### config.mk
export PLATFORM = sky130hd
export DESIGN_NAME = shift_panel
export DESIGN_NICKNAME = d
export VERILOG_FILES = /design/src/rtl/shift_panel.sv
export SDC_FILE = /design/constraint.sdc
export NUM_CORES = 1
export LEC_CHECK = 0
export ABC_AREA = 1
export BUFFER_PORTS_ARGS = -buffer_cell sky130_fd_sc_hd__buf_2
export CAP_MARGIN = 20
export CORE_UTILIZATION = 50
export DETAILED_ROUTE_END_ITERATION = 10
export PLACE_DENSITY = 0.7
export SLEW_MARGIN = 10
export SYNTH_ARGS = -nofsm -noshare
export SYNTH_HDL_FRONTEND = slang
export SYNTH_SLANG_ARGS = --single-unit
### constraint.sdc
create_clock -name clk -period 3.1 [get_ports clk]
set_input_delay 0.62 -clock clk [delete_from_list [all_inputs] [get_ports clk]]
set_output_delay 0.62 -clock clk [all_outputs]
set_load 0.01 [all_outputs]
### src/rtl/shift_panel.sv
// Front-panel shift register: conditioned switch/button inputs drive a WIDTH-bit
// shift register with a pageable LED window. Define SHIFT_PANEL_DIR_EN to add dir_raw (right shift).
module shift_panel #(
    parameter int               WIDTH    = 8,
    parameter int               LED_W    = 4,
    parameter int               DEBOUNCE = 10,
    parameter logic [WIDTH-1:0] PRESET   = WIDTH'(8'hA5),
    localparam int              PAGES    = WIDTH / LED_W,
    localparam int              PW       = (PAGES > 1) ? $clog2(PAGES) : 1
) (
    input  logic             clk,
    input  logic             rst_n,
    input  logic             serial_in_raw,
    input  logic             shift_raw,
    input  logic             load_raw,
    input  logic             page_raw,
`ifdef SHIFT_PANEL_DIR_EN
    input  logic             dir_raw,
`endif
    output logic [LED_W-1:0] led,
    output logic [WIDTH-1:0] parallel_out,
    output logic             serial_out,
    output logic [PW-1:0]    page
);

    localparam int CW  = (DEBOUNCE > 1) ? $clog2(DEBOUNCE) : 1;
    localparam int SER = 0;
    localparam int SHF = 1;
    localparam int LD  = 2;
    localparam int PG  = 3;
`ifdef SHIFT_PANEL_DIR_EN
    localparam int DIR = 4;
    localparam int NIN = 5;
`else
    localparam int NIN = 4;
`endif

    logic [NIN-1:0]         rawVec;
    logic [NIN-1:0]         sync1_q, sync2_q;
    logic [NIN-1:0]         cond_q, cond_d;
    logic [NIN-1:0][CW-1:0] cnt_q, cnt_d;
    logic                   shiftPos_q, shiftPos_d;
    logic                   loadNeg_q, loadNeg_d;
    logic                   pagePos_q, pagePos_d;
    logic [WIDTH-1:0]       sr_q, sr_d;
    logic [PW-1:0]          page_q, page_d;
    logic                   shiftRight;

    assign rawVec[SER] = serial_in_raw;
    assign rawVec[SHF] = shift_raw;
    assign rawVec[LD]  = load_raw;
    assign rawVec[PG]  = page_raw;
`ifdef SHIFT_PANEL_DIR_EN
    assign rawVec[DIR] = dir_raw;
    assign shiftRight  = cond_q[DIR];
`else
    assign shiftRight  = 1'b0;
`endif

    // A conditioned level flips only after its synchronised input has disagreed for DEBOUNCE edges.
    always_comb begin
        cond_d = cond_q;
        cnt_d  = '0;
        for (int i = 0; i < NIN; i++) begin
            if (sync2_q[i] != cond_q[i]) begin
                if (cnt_q[i] == CW'(DEBOUNCE - 1)) begin
                    cond_d[i] = sync2_q[i];
                end else begin
                    cnt_d[i] = cnt_q[i] + 1'b1;
                end
            end
        end
        shiftPos_d = cond_d[SHF] & ~cond_q[SHF];
        loadNeg_d  = ~cond_d[LD] & cond_q[LD];
        pagePos_d  = cond_d[PG] & ~cond_q[PG];
    end

    always_comb begin
        sr_d   = sr_q;
        page_d = page_q;
        if (loadNeg_q) begin
            sr_d = PRESET;
        end else if (shiftPos_q) begin
            if (shiftRight) begin
                sr_d = {cond_q[SER], sr_q[WIDTH-1:1]};
            end else begin
                sr_d = {sr_q[WIDTH-2:0], cond_q[SER]};
            end
        end
        if (pagePos_q) begin
            page_d = (page_q == PW'(PAGES - 1)) ? '0 : page_q + 1'b1;
        end
    end

    always_ff @(posedge clk or negedge rst_n) begin
        if (!rst_n) begin
            sync1_q    <= '0;
            sync2_q    <= '0;
            cond_q     <= '0;
            cnt_q      <= '0;
            shiftPos_q <= 1'b0;
            loadNeg_q  <= 1'b0;
            pagePos_q  <= 1'b0;
            sr_q       <= '0;
            page_q     <= '0;
        end else begin
            sync1_q    <= rawVec;
            sync2_q    <= sync1_q;
            cond_q     <= cond_d;
            cnt_q      <= cnt_d;
            shiftPos_q <= shiftPos_d;
            loadNeg_q  <= loadNeg_d;
            pagePos_q  <= pagePos_d;
            sr_q       <= sr_d;
            page_q     <= page_d;
        end
    end

    assign led          = sr_q[int'(page_q) * LED_W +: LED_W];
    assign parallel_out = sr_q;
    assign serial_out   = shiftRight ? sr_q[0] : sr_q[WIDTH-1];
    assign page         = page_q;

endmodule

==> impl_table.tex <==
\begin{tabular}{lr}
\hline
Metric & Value \\
\hline
\multicolumn{2}{l}{\textbf{STA}} \\
Highest achievable clock rate & roughly 560 MHz \\
Remaining max-slew budget at the tightest pin & 0.440 \\
Fin Setup TNS & 0 ps \\
Hold\_ws & roughly 360 ps \\
Clock period minus worst slack & 1790 ps \\
Unrepaired setup endpoints after global routing & false \\
Final hold vios & 0 \\
Final max-slew violation count & 0 \\
Share of the clock period used by the worst path after layout & 0.576 \\
Maximum clock skew at final layout & 4.81 ps \\
Total of endpoints with negative setup slack in the final report & 0 \\
Measured slew at the worst slew-check pin & 840 ps \\
\multicolumn{2}{l}{\textbf{Worst setup path}} \\
Ordered cell list for the critical path & o21ai\_0 > buf\_2 \\
Launch instance of the worst register-to-register path & cnt\_q[8]\$\_DFF\_PN0\_ \\
Sort of element at the end of the critical path & output port \\
Delay of the slowest cell on the worst path & 490 ps \\
Worst-path fanout max & 10 \\
Required time at the endpoint of the critical path & 2480 ps \\
Type of the worst setup path & reg2out \\
Arrival time worst endpoint & $\sim$1200 ps \\
Slowest stage cell on the critical path & dfrtp\_1 \\
Crit path launch type & register \\
Source of the critical timing path & page\$\_DFFE\_PN0P\_ \\
\multicolumn{2}{l}{\textbf{Routing}} \\
Total vias in the final route & 1106 \\
Number of optimization iterations in the first detailed-route pass & 4 \\
Post-detailed-routing wire length & between 2000 and 2500 um \\
Max layer used & met4 \\
Total length of routed met2 wires & 1070 um \\
Detailed-route DRC error count & 0 \\
Count of antenna-violating nets left after detailed routing & 0 \\
Detailed-routing wirelength on met1 & 1170 um \\
Met3 wire len & 135 um \\
Wire per inst & 10.4 um \\
Vias per cell & 4.77 \\
Starting DRC count in detailed routing & 60 \\
\multicolumn{2}{l}{\textbf{Final layout}} \\
Net total in the final layout & 199 \\
Most frequent cells in the layout & dfrtp\_1 (40), nand2\_1 (29), inv\_1 (24) \\
Number of inserted filler cells in the final layout & 281 \\
Area added between synthesis and finish & 12.1\% \\
Most common library cell in the layout ignoring fill and taps & dfrtp\_1 \\
Multi-input gate area & $\sim$520 um\^{}2 \\
Post-route design area & 1820 um\^{}2 \\
Sequential cell area & 1000 um\^{}2 \\
Count of antenna diodes in the layout & 0 \\
Fraction of layout cells with a size suffix above 1 & 0.138 \\
\multicolumn{2}{l}{\textbf{Yosys}} \\
Gate count of the mapped netlist & 163 \\
Number of nets in the synthesized netlist & 175 \\
Synth Area per Inst & 9.94 um\^{}2 \\
Post-synthesis sequential area ratio & 0.618 \\
Number of different library cells in the post-synthesis netlist & 20 \\
YS warnings & 0 \\
Top cells by area, synth & dfrtp\_1 (62\%), nand2\_1 (6.7\%), inv\_1 (5.6\%) \\
Share of the synthesized area in the top cell type & 0.618 \\
\#FFs+latches synth & 40 \\
Summed instance area of the synthesized netlist & 1620 um\^{}2 \\
Cell taking the most area after synthesis & dfrtp\_1 \\
\multicolumn{2}{l}{\textbf{Worst hold path}} \\
HP Class & reg2reg \\
Min-delay src & sync1\_q[2]\$\_DFF\_PN0\_ \\
\multicolumn{2}{l}{\textbf{Outcome}} \\
Status & finished, final reports clean \\
\multicolumn{2}{l}{\textbf{Die}} \\
Area of the core region & 3050 um\^{}2 \\
Die height & 58.9 um \\
Initial core utilization & 0.531 \\
Top-Level Pins & 20 \\
Die area & 3470 um\^{}2 \\
Placement row count & 20 \\
Chip width & just under 60 um \\
\multicolumn{2}{l}{\textbf{Place}} \\
Cell Area, Placed & 1760 um\^{}2 \\
Routability congestion estimate & roughly 0.73 \\
HPWL after detailed placement & $\sim$1700 um \\
Port buffer count & 19 \\
\multicolumn{2}{l}{\textbf{CTS}} \\
Sink count of the clock tree & 40 \\
Clock tree root driver cell & clkbuf\_4 \\
CTS H-tree depth & 2 \\
Hold\_buf cts & 0 \\
Post-CTS resize count & 0 \\
Clock transition time at the flip-flop clock pins of the worst setup and hold paths & 100 ps \\
TritonCTS clock tree & done \\
CTS buffer count & 5 \\
Worst-skew pair later-pin latency & 340 ps \\
Buffer levels on the longest clock path & 2 \\
Number of buffers inserted by post-CTS setup repair & 0 \\
\multicolumn{2}{l}{\textbf{Global route}} \\
First-pass GRT wire length & 4060 um \\
Tot GR Track Use & 0.165 \\
Largest net degree at the start of global routing & 41 \\
Vias in the first global route & roughly 970 \\
Initial antenna violation count & 0 \\
Remaining global-route overflow & 0 \\
\multicolumn{2}{l}{\textbf{Power and ir drop}} \\
VDD IR max & 0.350 mV \\
Total chip power & just under 1 mW \\
Leak pwr & 0.946 nW \\
Pwr/cell area & 530 nW/um\^{}2 \\
\multicolumn{2}{l}{\textbf{Flow run}} \\
Number of violations of the max-capacitance limit & 0 \\
\hline
\end{tabular}
-- worst paths after layout --
path,slack [ps],cells after the start,end
max,1310,2,led[3]
min,360,0,sync2_q[2]$_DFF_PN0_
max reg2reg,2000,4,cnt_q[10]$_DFF_PN0_
min reg2reg,360,0,sync2_q[2]$_DFF_PN0_
max in group asynchronous,2200,1,cnt_q[0]$_DFF_PN0_
min in group asynchronous,370,1,cnt_q[10]$_DFF_PN0_
-- layer usage --
layer	track usage	vias up
met1	0.197	513
met5	0	-
met4	0.0884	0
met2	0.256	25
li1	-	562
met3	0.0659	6
-- final cells by class --
cell class | instances | area share
Clock buffer | 8 | 0.0324
Inverter | 24 | 0.0496
Multi-Input combinational cell | 97 | 0.284
Sequential cell | 40 | 0.551
Tap cell | 44 | 0.0303
Timing Repair Buffer | 19 | 0.0523
-- cell families after synthesis --
logic type	count (synthesis)	share of synthesized area
XOR/XNOR	7	0.0378
adder cells (fa/ha/maj)	6	0.0463
AND/OR/NAND/NOR	65	0.167
flip-flops	40	0.618
buffers and inverters	26	0.0633
AO/OA/AOI/OAI	19	0.0679
-- registers in the layout, indices dropped and copies added, names as in the netlist --
register / count
cnt_q: 16
parallel_out: 8
cond_q: 4
sync1_q: 4
sync2_q: 4
loadNeg_q: 1
page: 1
pagePos_q: 1
shiftPos_q: 1
-- worst max-delay path: cells and delay by family, from the launching register on --
kind            cells  cell delay [ps]
buf+inv             1              150
flops               1              490
compound gates      1              190
-- synth_stat cells (all sizes together) --
| master | instances |
|---|---|
| a21oi | 3 |
| a22oi | 3 |
| buf | 2 |
| dfrtp | 40 |
| ha | 6 |
| inv | 24 |
| nand2 | 30 |
| nand3 | 5 |
| nand3b | 2 |
| nand4 | 3 |
| nor2 | 23 |
| nor3 | 2 |
| o21ai | 8 |
| o21bai | 1 |
| o22ai | 4 |
| xnor2 | 4 |
| xor2 | 3 |
-- metrics by stage --
step,setup slack [ps],cells,utilization
after detailed placement,1690,224,0.576
after floorplan,1620,163,-
after CTS,1290,232,0.595
final,1310,232,0.595
after global routing,1230,232,0.595
after global placement,1720,224,0.576
-- power by group --
part | leakage (nW) | switching [mW] | internal, mW | total [mW]
clock network | 0.0326 | 0.153 | 0.112 | 0.265
logic | 0.384 | 0.0564 | 0.0421 | 0.0985
registers | 0.529 | 0.0385 | 0.560 | 0.599
Note: power is estimated with default switching activity, not from simulation.
